--- config.mk ---
export PLATFORM = sky130hd
export DESIGN_NAME = serial_byte_receiver
export DESIGN_NICKNAME = d
export VERILOG_FILES = /design/src/rtl/serial_rx_pkg.sv /design/src/rtl/bit_shift_reg.sv /design/src/rtl/serial_byte_receiver.sv
export SDC_FILE = /design/constraint.sdc
export NUM_CORES = 1
export LEC_CHECK = 0
export BUFFER_PORTS_ARGS = -buffer_cell sky130_fd_sc_hd__clkbuf_2
export CAP_MARGIN = 20
export CORE_MARGIN = 8
export CORE_UTILIZATION = 59
export DETAILED_ROUTE_END_ITERATION = 8
export PLACE_DENSITY = 0.8
export REMOVE_ABC_BUFFERS = 1
export SYNTH_ARGS = -nofsm -noshare
export SYNTH_HDL_FRONTEND = slang
export SYNTH_SLANG_ARGS = --single-unit
--- constraint.sdc ---
create_clock -name clk -period 3.91 [get_ports clk]
set_clock_uncertainty 0.15 [all_clocks]
set_input_delay 0.782 -clock clk [delete_from_list [all_inputs] [get_ports clk]]
set_output_delay 0.782 -clock clk [all_outputs]
set_load 0.02 [all_outputs]
--- src/rtl/serial_rx_pkg.sv ---
// Shared definitions for the serial byte receiver: FSM state encoding, default
// frame shape and the parity-check rule.
package serial_rx_pkg;

    typedef enum logic [1:0] {
        S_IDLE   = 2'd0,
        S_DATA   = 2'd1,
        S_PARITY = 2'd2,
        S_STOP   = 2'd3
    } rx_state_e;

    localparam int unsigned DEF_DATA_W     = 8;
    localparam bit          DEF_PARITY_EN  = 1'b1;
    localparam bit          DEF_PARITY_ODD = 1'b0;

    // data_xor is the reduction XOR of the received data bits.
    function automatic logic parity_bad(input logic data_xor, input logic par_bit,
                                        input logic odd);
        return (data_xor ^ par_bit) != odd;
    endfunction

endpackage

--- src/rtl/bit_shift_reg.sv ---
// Right-shift register that fills LSB-first: each enabled bit enters at the MSB
// and the oldest bit ends up in bit 0.
module bit_shift_reg #(
    parameter int unsigned DATA_W = 8
) (
    input  logic              clk_i,
    input  logic              clr_i,
    input  logic              en_i,
    input  logic              din_i,
    output logic [DATA_W-1:0] q_o
);

    logic [DATA_W-1:0] q_q;

    always_ff @(posedge clk_i) begin
        if (clr_i) begin
            q_q <= '0;
        end else if (en_i) begin
            q_q <= {din_i, q_q[DATA_W-1:1]};
        end
    end

    assign q_o = q_q;

endmodule

--- src/rtl/serial_byte_receiver.sv ---
// Serial frame receiver: start bit, DATA_W data bits LSB-first, optional parity,
// stop bit. Presents the word with one-cycle valid/error pulses; all outputs registered.
module serial_byte_receiver
    import serial_rx_pkg::*;
#(
    parameter int unsigned DATA_W     = DEF_DATA_W,
    parameter bit          PARITY_EN  = DEF_PARITY_EN,
    parameter bit          PARITY_ODD = DEF_PARITY_ODD
) (
    input  logic              clk,
    input  logic              rst,
    input  logic              din,
    input  logic              bit_en,
    output logic [DATA_W-1:0] data_out,
    output logic              valid,
    output logic              parity_err,
    output logic              frame_err,
    output logic              busy
);

    localparam int unsigned      CNT_W    = $clog2(DATA_W);
    localparam logic [CNT_W-1:0] CNT_LAST = CNT_W'(DATA_W - 1);

    rx_state_e         state_q;
    logic [CNT_W-1:0]  cnt_q;
    logic              par_bit_q;
    logic [DATA_W-1:0] data_q;
    logic              valid_q;
    logic              parity_err_q;
    logic              frame_err_q;
    logic              busy_q;

    logic [DATA_W-1:0] shreg;
    logic              shift_en;

    assign shift_en = bit_en && (state_q == S_DATA);

    bit_shift_reg #(
        .DATA_W(DATA_W)
    ) u_shreg (
        .clk_i(clk),
        .clr_i(rst),
        .en_i (shift_en),
        .din_i(din),
        .q_o  (shreg)
    );

    always_ff @(posedge clk) begin
        if (rst) begin
            state_q      <= S_IDLE;
            cnt_q        <= '0;
            par_bit_q    <= 1'b0;
            data_q       <= '0;
            valid_q      <= 1'b0;
            parity_err_q <= 1'b0;
            frame_err_q  <= 1'b0;
            busy_q       <= 1'b0;
        end else begin
            valid_q      <= 1'b0;
            parity_err_q <= 1'b0;
            frame_err_q  <= 1'b0;
            if (bit_en) begin
                case (state_q)
                    S_IDLE: begin
                        if (!din) begin
                            state_q <= S_DATA;
                            cnt_q   <= '0;
                            busy_q  <= 1'b1;
                        end
                    end
                    S_DATA: begin
                        // Counter parks at its last value so it never exceeds DATA_W-1.
                        if (cnt_q == CNT_LAST) begin
                            state_q <= PARITY_EN ? S_PARITY : S_STOP;
                        end else begin
                            cnt_q <= cnt_q + CNT_W'(1);
                        end
                    end
                    S_PARITY: begin
                        par_bit_q <= din;
                        state_q   <= S_STOP;
                    end
                    S_STOP: begin
                        // A bad stop bit is consumed here and never restarts a frame.
                        state_q <= S_IDLE;
                        busy_q  <= 1'b0;
                        if (din) begin
                            data_q       <= shreg;
                            valid_q      <= 1'b1;
                            parity_err_q <= PARITY_EN &&
                                            parity_bad(^shreg, par_bit_q, PARITY_ODD);
                        end else begin
                            frame_err_q <= 1'b1;
                        end
                    end
                    default: begin
                        state_q <= S_IDLE;
                        busy_q  <= 1'b0;
                    end
                endcase
            end
        end
    end

    assign data_out   = data_q;
    assign valid      = valid_q;
    assign parity_err = parity_err_q;
    assign frame_err  = frame_err_q;
    assign busy       = busy_q;

endmodule

* Word-level counts from Yosys, hierarchy flattened
Cells that the tools add are included.
Word-level totals: register bits after elaboration 26, latch bits 0, RAM bits 0, ROM bits 0, output and inout port bits 12, memories 0
Cells by class: $add $sub $neg 1, multipliers 0, divide/modulo/power cells 0, magnitude comparators 0, eq/ne operators 7, shift operators 0, muxes and demuxes 10, bitwise logic cells 4, reductions and logical operators 12
Operator list (number):
- 3-bit AND reduction | 3
- 2-bit one-hot mux with 4 select lines | 1
- 8-bit parity | 1
- 3-bit two-way mux | 2
- 3-bit one-hot mux with 2 select lines | 1
- 2-bit equality test (second input constant) | 2
- 2-bit two-way mux | 2
- 2-bit != test (second input constant) | 2
- 4-bit AND reduction | 1
- 2-bit nonzero test | 2
- 4-bit OR reduction | 1
- 3-bit by 1-bit adder with 3-bit output (second input constant) | 1
- 3-bit equality test (second input constant) | 1
- 1-bit two-way mux | 3
- 1-bit inverter | 3
- 3-bit OR reduction | 1
- 2-bit by 1-bit equality test with 1-bit output (second input constant) | 1
- 2-bit logical NOT | 1
- 2-bit by 1-bit != test with 1-bit output (second input constant) | 1
- 1-bit one-hot mux with 2 select lines | 1
- 2-bit AND reduction | 1
- 1-bit logical AND | 1
- 1-bit XOR | 1

* Longest topological paths before layout
Gate-level depths: netlist of run 1.
word-level depth 3, depth in mapped cells 5, mapped depth without buffers 5

* Modules after synthesis
From an unflattened synthesis of run 1, not the netlist that was laid out.
Second synthesis, totals: cell total of the unflattened synthesis 124, area total of the unflattened synthesis 1169.9 µm²
Modules (own cells, without submodules):
- serial_byte_receiver | times used 1, cells each 98, area each 884.6 µm², sequential area each 360.3 µm²
- bit_shift_reg | times used 1, cells each 26, area each 285.3 µm², sequential area each 160.2 µm²

* Worst setup path after synthesis of run 1
Ideal clock, no wire load.
path kind input-to-reg, start input bit_en, end register parity_err_q, in the netlist parity_err, arrival time 1478 ps, setup slack 2159 ps, cell stages on the path 4, path buffers 1, cells stage by stage nand3_1 clkbuf_1 nor3_1 mux2_1
On the way: cells in the longest elaborated chain, start to end 2
Ends and longest elaborated chain:
- start: declaration | line serial_byte_receiver.sv:13 | input logic bit_en,
- 1-bit inverter (no source line)
- 4-bit OR reduction (no source line)
- end signal: assignment | line serial_byte_receiver.sv:90 | parity_err_q <= PARITY_EN &&
- end: declaration | line serial_byte_receiver.sv:29 | logic parity_err_q;
Every way passes these cells. A chain may end at the register's enable or synchronous reset.

* Worst setup path after layout of run 1
start register state_q[1], end register cnt_q[0]
On the way: cells in the longest elaborated chain, start to end 3, elaborated cells on any way between the ends 7, classes of those cells eq/ne (3); mux (1); reduce/logical (3)
Ends and longest elaborated chain:
- start: declaration | line serial_byte_receiver.sv:24 | rx_state_e state_q;
- start signal: assignment | line serial_byte_receiver.sv:74 | state_q <= PARITY_EN ? S_PARITY : S_STOP;
- 2-bit by 1-bit equality test with 1-bit output or 2-bit logical NOT (tied branches) | line serial_byte_receiver.sv:63 | case (state_q)
- 2-bit != test (no source line) or 2-bit nonzero test (tied branches)
- 4-bit AND reduction (no source line)
- end signal: assignment | line serial_byte_receiver.sv:76 | cnt_q <= cnt_q + CNT_W'(1);
- end: declaration | line serial_byte_receiver.sv:25 | logic [CNT_W-1:0] cnt_q;
Several ways; a longest one is shown, not always the timed one.

==> metrics.txt, run 1 <==
outcome=finished, final reports clean; Final setup viols=0; dpl cell area=1220 sq um; # IOs=16; Comb pwr share=10.2%; Lkg Pwr=0.498 nW; ant diodes=0; Worst Hold Class=flop to flop; #FFs+latches synth=26; R2R Path Start=state_q[1]; Crit Path Max Fanout=15; cell with the most instances after synthesis=nand2_1; ANT nets after route=0; Post-CTS Setup Inserts=0; design area=1260 sq um; critical path endpoint category=flop; clock latency on the worst-skew pair=320 ps; Max Slew Vio Count=0; initial core utilization=60.6%; Hold WS=314 ps; Setup WS pre-CTS=1790 ps; Synth top area share=45.7%; sequential group share of total power=60.1%; maximum VDD drop=268 uV; Synth Cell Area=1140 sq um; leading area contributor after synthesis=dfxtp_1; GRT Util Overall=13.6%; worst r2r dst=cnt_q[0]; Net Switching=114 uW; yosys warns=0; Syn Area/Cell=8.70 sq um; via count of the first global-routing pass=882; Switching Fraction=25.0%; r2r worst-path depth=5; core box area=1880 sq um; Worst-path clk slew=140 ps; hold endpoint=data_out[1]; clk root buf=clkbuf_4; DRT iter0 DRCs=6; actual slew at the worst max-slew pin=518 ps; global-route wire length before repair=3700 um; RSZ-0062 raised after global routing=false; Routed WL per cell=12.9 um; Hold Path Stages=2; power share of the clock group=29.7%; FP Rows=16; vias after detailed routing=913; Final Hold Fails=0; Post-CTS Hold Buffers=0; detailed placer's ending HPWL=1580 um; DRC Markers=0; Detailed Route WL=2200 um; hold path start=data_out[1]; 1st-pass router iterations=3; Commonest cells post-synth=29 x nand2_1, 26 x dfxtp_1, 21 x a21oi_1; Overflow after GRT=0; Via density=5.37; worst reg2reg setup slack=1980 ps; Slew HR=65.4%; H-tree Lvls=1; largest net degree at the start of global routing=28; library cells used by synthesis=29; share of layout cells above drive strength 1=14.7%; IO Port Bufs=15; Synth area leaders=dfxtp_1 46%, nand2_1 9.5%, a21oi_1 9.2%; Main synth FF type=dfxtp_1; Post-CTS Resized=0; crit start category=flop; Final Core Density=66.9%; critical path data required time=4020 ps; minimum clock period=1930 ps; die width=60.0 um; Die Y=60.0 um; final net count=155; WP data arrival=2040 ps; number of antenna violations at the first check in global routing=0; Final Cycle Share=49.3%; setup slack after layout=1980 ps; Mapped Cells=131; Num Clock Sinks=26; Max-Cap Viols=0; Fin Setup TNS=0 ps; CTS tree=done; die area=3590 sq um; Seq/Total Area, Yosys=45.7%; P&R area growth vs syn=10.4%; routability cong.=0.764; maximum clock rate=519 MHz; Post-synth EDFFs=0; Pint=341 uW; clock buffer count from CTS=3; Async S/R FF share, synth=0%; kind of critical path=flop to flop; FILL cells=173; PwrDens=361 nW/um^2; clock tree buffer depth=2
==> logic make-up after synthesis <==
family	count (synthesis)	share of synthesized area [%]
mux	2	1.87
simple gates	52	20.1
compound gates	30	15.5
fa+ha+maj	7	7.68
xor+xnor	5	6.26
buf+inv	9	2.96
flops	26	45.7
==> cell usage in the layout, fill, tap and decap left out, types with 2 or more instances in the layout <==
| cell type | synthesis | routed |
|---|---|---|
| a21oi_1 | 21 | 21 |
| nor2_1 | 4 | 4 |
| ha_1 | 7 | 7 |
| nand4_1 | 2 | 2 |
| clkbuf_4 | 0 | 3 |
| o31ai_1 | 2 | 2 |
| nand2_1 | 29 | 29 |
| nor3_1 | 2 | 2 |
| inv_1 | 2 | 2 |
| xnor3_1 | 2 | 2 |
| clkbuf_2 | 0 | 15 |
| dfxtp_1 | 26 | 26 |
| xnor2_1 | 2 | 2 |
| nand3_1 | 10 | 10 |
==> routing by layer <==
metal / vias to the layer above / part of all wire [%] / global-route usage, %
li1: 472 / - / -
met1: 423 / 48 / 14.9
met2: 13 / 46 / 22.9
met3: 5 / 4.1 / 3.66
met4: 0 / 1.9 / 7.82
met5: - / 0 / 0
==> critical path, stage by stage, from the launching register on <==
cell	delay (ps)
dfxtp_1	350
inv_1	120
ha_1	470
nand2b_1	250
or3_1	360
a31oi_1	160
==> registers in the layout, indices dropped and copies added, names as in the netlist <==
signal	cells
frame_err	1
data_out	8
cnt_q	3
parity_err	1
state_q	2
valid	1
busy	1
u_shreg.q_o	8
par_bit_q	1
==> power by group through the flow <==
stage	registers, mW	logic (mW)	clock network (mW)
5_1_grt	0.274	0.0518	0.149
6_report	0.273	0.0465	0.135
3_3_place_gp	0.279	0.0435	0
3_5_place_dp	0.279	0.0462	0
2_1_floorplan	0.280	0.0279	0
4_1_cts	0.273	0.0463	0.138
==> worst max path at each step <==
stage	depth (start not counted)	end	slack, ps	startpoint
3_3_place_gp	4	cnt_q[0]	1900	bit_en
4_1_cts	5	cnt_q[0]	1990	state_q[1]
6_report	5	cnt_q[0]	1980	state_q[1]
5_1_grt	5	cnt_q[0]	1860	state_q[1]
3_5_place_dp	4	parity_err	1790	bit_en
2_1_floorplan	3	cnt_q[0]	2210	bit_en
==> layout make-up <==
class / instances / area (sq um) / share of cell area (%)
multi-input cells: 96 / 586 / 46.5
flip-flops and latches: 26 / 520 / 41.4
repair buffers: 15 / 75.1 / 5.96
clock buffers: 4 / 36.3 / 2.88
well taps: 27 / 33.8 / 2.68
inverters: 2 / 7.51 / 0.596
==> stage by stage <==
| step | cells | power, mW |
|---|---|---|
| finish | 170 | 0.455 |
| global route | 170 | 0.475 |
| CTS | 170 | 0.457 |
| detailed placement | 166 | 0.325 |
| global placement | 166 | 0.322 |
| floorplan | 124 | 0.308 |
No activity file was read; power rests on OpenSTA's default activity.
==> inputs of run 2 (changes only) <==
--- a/config.mk
+++ b/config.mk
@@ -7,10 +7,11 @@
 export LEC_CHECK = 0
 export BUFFER_PORTS_ARGS = -buffer_cell sky130_fd_sc_hd__clkbuf_2
 export CAP_MARGIN = 20
+export CORE_ASPECT_RATIO = 1.75
 export CORE_MARGIN = 8
-export CORE_UTILIZATION = 59
+export CORE_UTILIZATION = 49
 export DETAILED_ROUTE_END_ITERATION = 8
-export PLACE_DENSITY = 0.8
+export PLACE_DENSITY = 0.71
 export REMOVE_ABC_BUFFERS = 1
 export SYNTH_ARGS = -nofsm -noshare
 export SYNTH_HDL_FRONTEND = slang
==> constraint.sdc (replaced) <==
create_clock -name clk -period 1.7 [get_ports clk]
set_clock_uncertainty 0.15 [all_clocks]
set_input_delay 0.34 -clock clk [delete_from_list [all_inputs] [get_ports clk]]
set_output_delay 0.34 -clock clk [all_outputs]
set_load 0.02 [all_outputs]
==> run 2 against run 1 <==
Sequential share of layout area fell by 2.5 points. Non-clock buffer count rose by 7. Critical endpoint unchanged. Critical path type unchanged. First-iteration DRC count grew to 2.8 times the previous value. Critical path depth is the same. Cell area up 6.6%. Sequential power rose by 130%. Die area rose by 16%. Core utilization is 7.1 points lower. Final cell count grew 2.9%. Count of clock-buffer cells in the layout is the same. Total power rose to 2.5 times the previous value.
==> metrics.txt, run 2 (synthesis results as in run 1) <==
1st-pass router iterations=4; design area=1340 sq um; R2R Path Start=state_q[1]; Setup crit start=state_q[1]; WP data arrival=1670 ps; r2r worst-path depth=5; Max-Cap Viols=0; routability cong.=0.745; PwrDens=855 nW/um^2; core box area=2240 sq um; die area=4190 sq um; total power=1.15 mW; via count of the first global-routing pass=937; GRT Util Overall=12.5%; final net count=162; dpl cells=171; number of antenna violations at the first check in global routing=0; Slew HR=79.8%; minimum clock period=1630 ps; clk root buf=clkbuf_8; most frequent cells in the layout=29 x nand2_1, 25 x dfxtp_1, 21 x a21oi_1; outcome=finished, final reports clean; P&R area growth vs syn=17.7%; Worst Hold Class=input port to flop; FILL cells=204; DRT iter0 DRCs=17; global-route wire length before repair=4200 um; area occupied by multi-input gates=598 sq um; CTS tree=done; worst reg2reg setup slack=70 ps; Worst setup endpoint=cnt_q[0]; DRC Markers=0; kind of critical path=flop to flop; largest net degree at the start of global routing=15; IO Port Bufs=15; detailed placer's ending HPWL=1830 um; Final Cycle Share=95.6%; dpl cell area=1270 sq um; Non-Filler Instances=175; share of layout cells above drive strength 1=20.7%; critical path data required time=1750 ps; worst r2r dst=cnt_q[0]; Num Clock Sinks=26; Worst-path clk slew=90 ps; FF/Latch Area=522 sq um; # IOs=16; Final Hold Fails=0; Die Y=79.8 um; Post-CTS Setup Inserts=0; actual slew at the worst max-slew pin=303 ps; ant diodes=0; Detailed Route WL=2400 um; Final setup viols=0; clock tree buffer depth=2; Routed WL per cell=13.7 um; critical path endpoint category=flop; die width=52.5 um; Via density=5.39; Overflow after GRT=0; clock buffer count from CTS=3; maximum VDD drop=632 uV; Lkg Pwr=0.542 nW; ANT nets after route=0; H-tree Lvls=1; clock latency on the worst-skew pair=260 ps; most common cell after layout, fill and taps aside=nand2_1; FP Rows=23; initial core utilization=50.8%; Final Core Density=59.8%; vias after detailed routing=943; maximum clock rate=615 MHz; crit start category=flop; Max Slew Vio Count=0; Crit Path Max Fanout=4
run 2: cell count changes in the layout (fill, tap and decap cells not counted):
cell | previous run | this run
buf_4 | 0 | 7
ha_2 | 0 | 2
ha_1 | 7 | 5
dfxtp_1 | 26 | 25
a21boi_2 | 1 | 0
clkbuf_8 | 1 | 4
clkbuf_4 | 3 | 0
a21boi_4 | 0 | 1
dfxtp_2 | 0 | 1
run 2: timing repair:
action	in CTS	in global routing
gates resized for setup	0	4
hold buffers	0	0
endpoints found under the setup margin	0	6
run 2: per-stage QoR:
stage / hold slack, ps / setup WS, ps / setup TNS (ps)
finish: 204 / 74.7 / 0
global route: 202 / -6.18 / -6.18
CTS: 197 / 14.9 / 0
detailed placement: 297 / 21.9 / 0
global placement: 291 / 109 / 0
floorplan: 259 / 82.5 / 0
run 2: worst min-delay path by stage:
stage / from / endpoint / slack (ps) / depth (start not counted)
after detailed placement: data_out[1] / data_out[1] / 300 / 2
after floorplan: rst / cnt_q[1] / 260 / 1
after CTS: din / frame_err / 200 / 2
final: rst / data_out[5] / 200 / 2
after global placement: data_out[2] / data_out[2] / 290 / 2
after global routing: rst / state_q[1] / 200 / 2
run 2: power by group:
part	switching [mW]	internal (mW)	total, mW
clock network	0.181	0.207	0.388
logic	0.0809	0.0519	0.133
registers	0.00698	0.619	0.626
run 2: final cells by class:
cell class | count | area share (%)
well taps | 25 | 2.33
repair buffers | 22 | 9.51
clock buffers | 4 | 4.10
flip-flops and latches | 26 | 38.9
multi-input cells | 96 | 44.6
inverters | 2 | 0.560
run 2: critical path, cell delays in order, from the launching register on:
cell and delay (ps):
dfxtp_2 350, inv_1 90, ha_2 220, a21bo_2 240
or3_1 340, a31oi_1 160
run 2: routing by layer:
layer	vias up	GRT usage (%)	share of wire, %
met2	11	23.3	59
li1	488	-	-
met3	2	2.05	2.9
met4	0	4.69	0.79
met1	442	12.9	37
met5	-	0	0
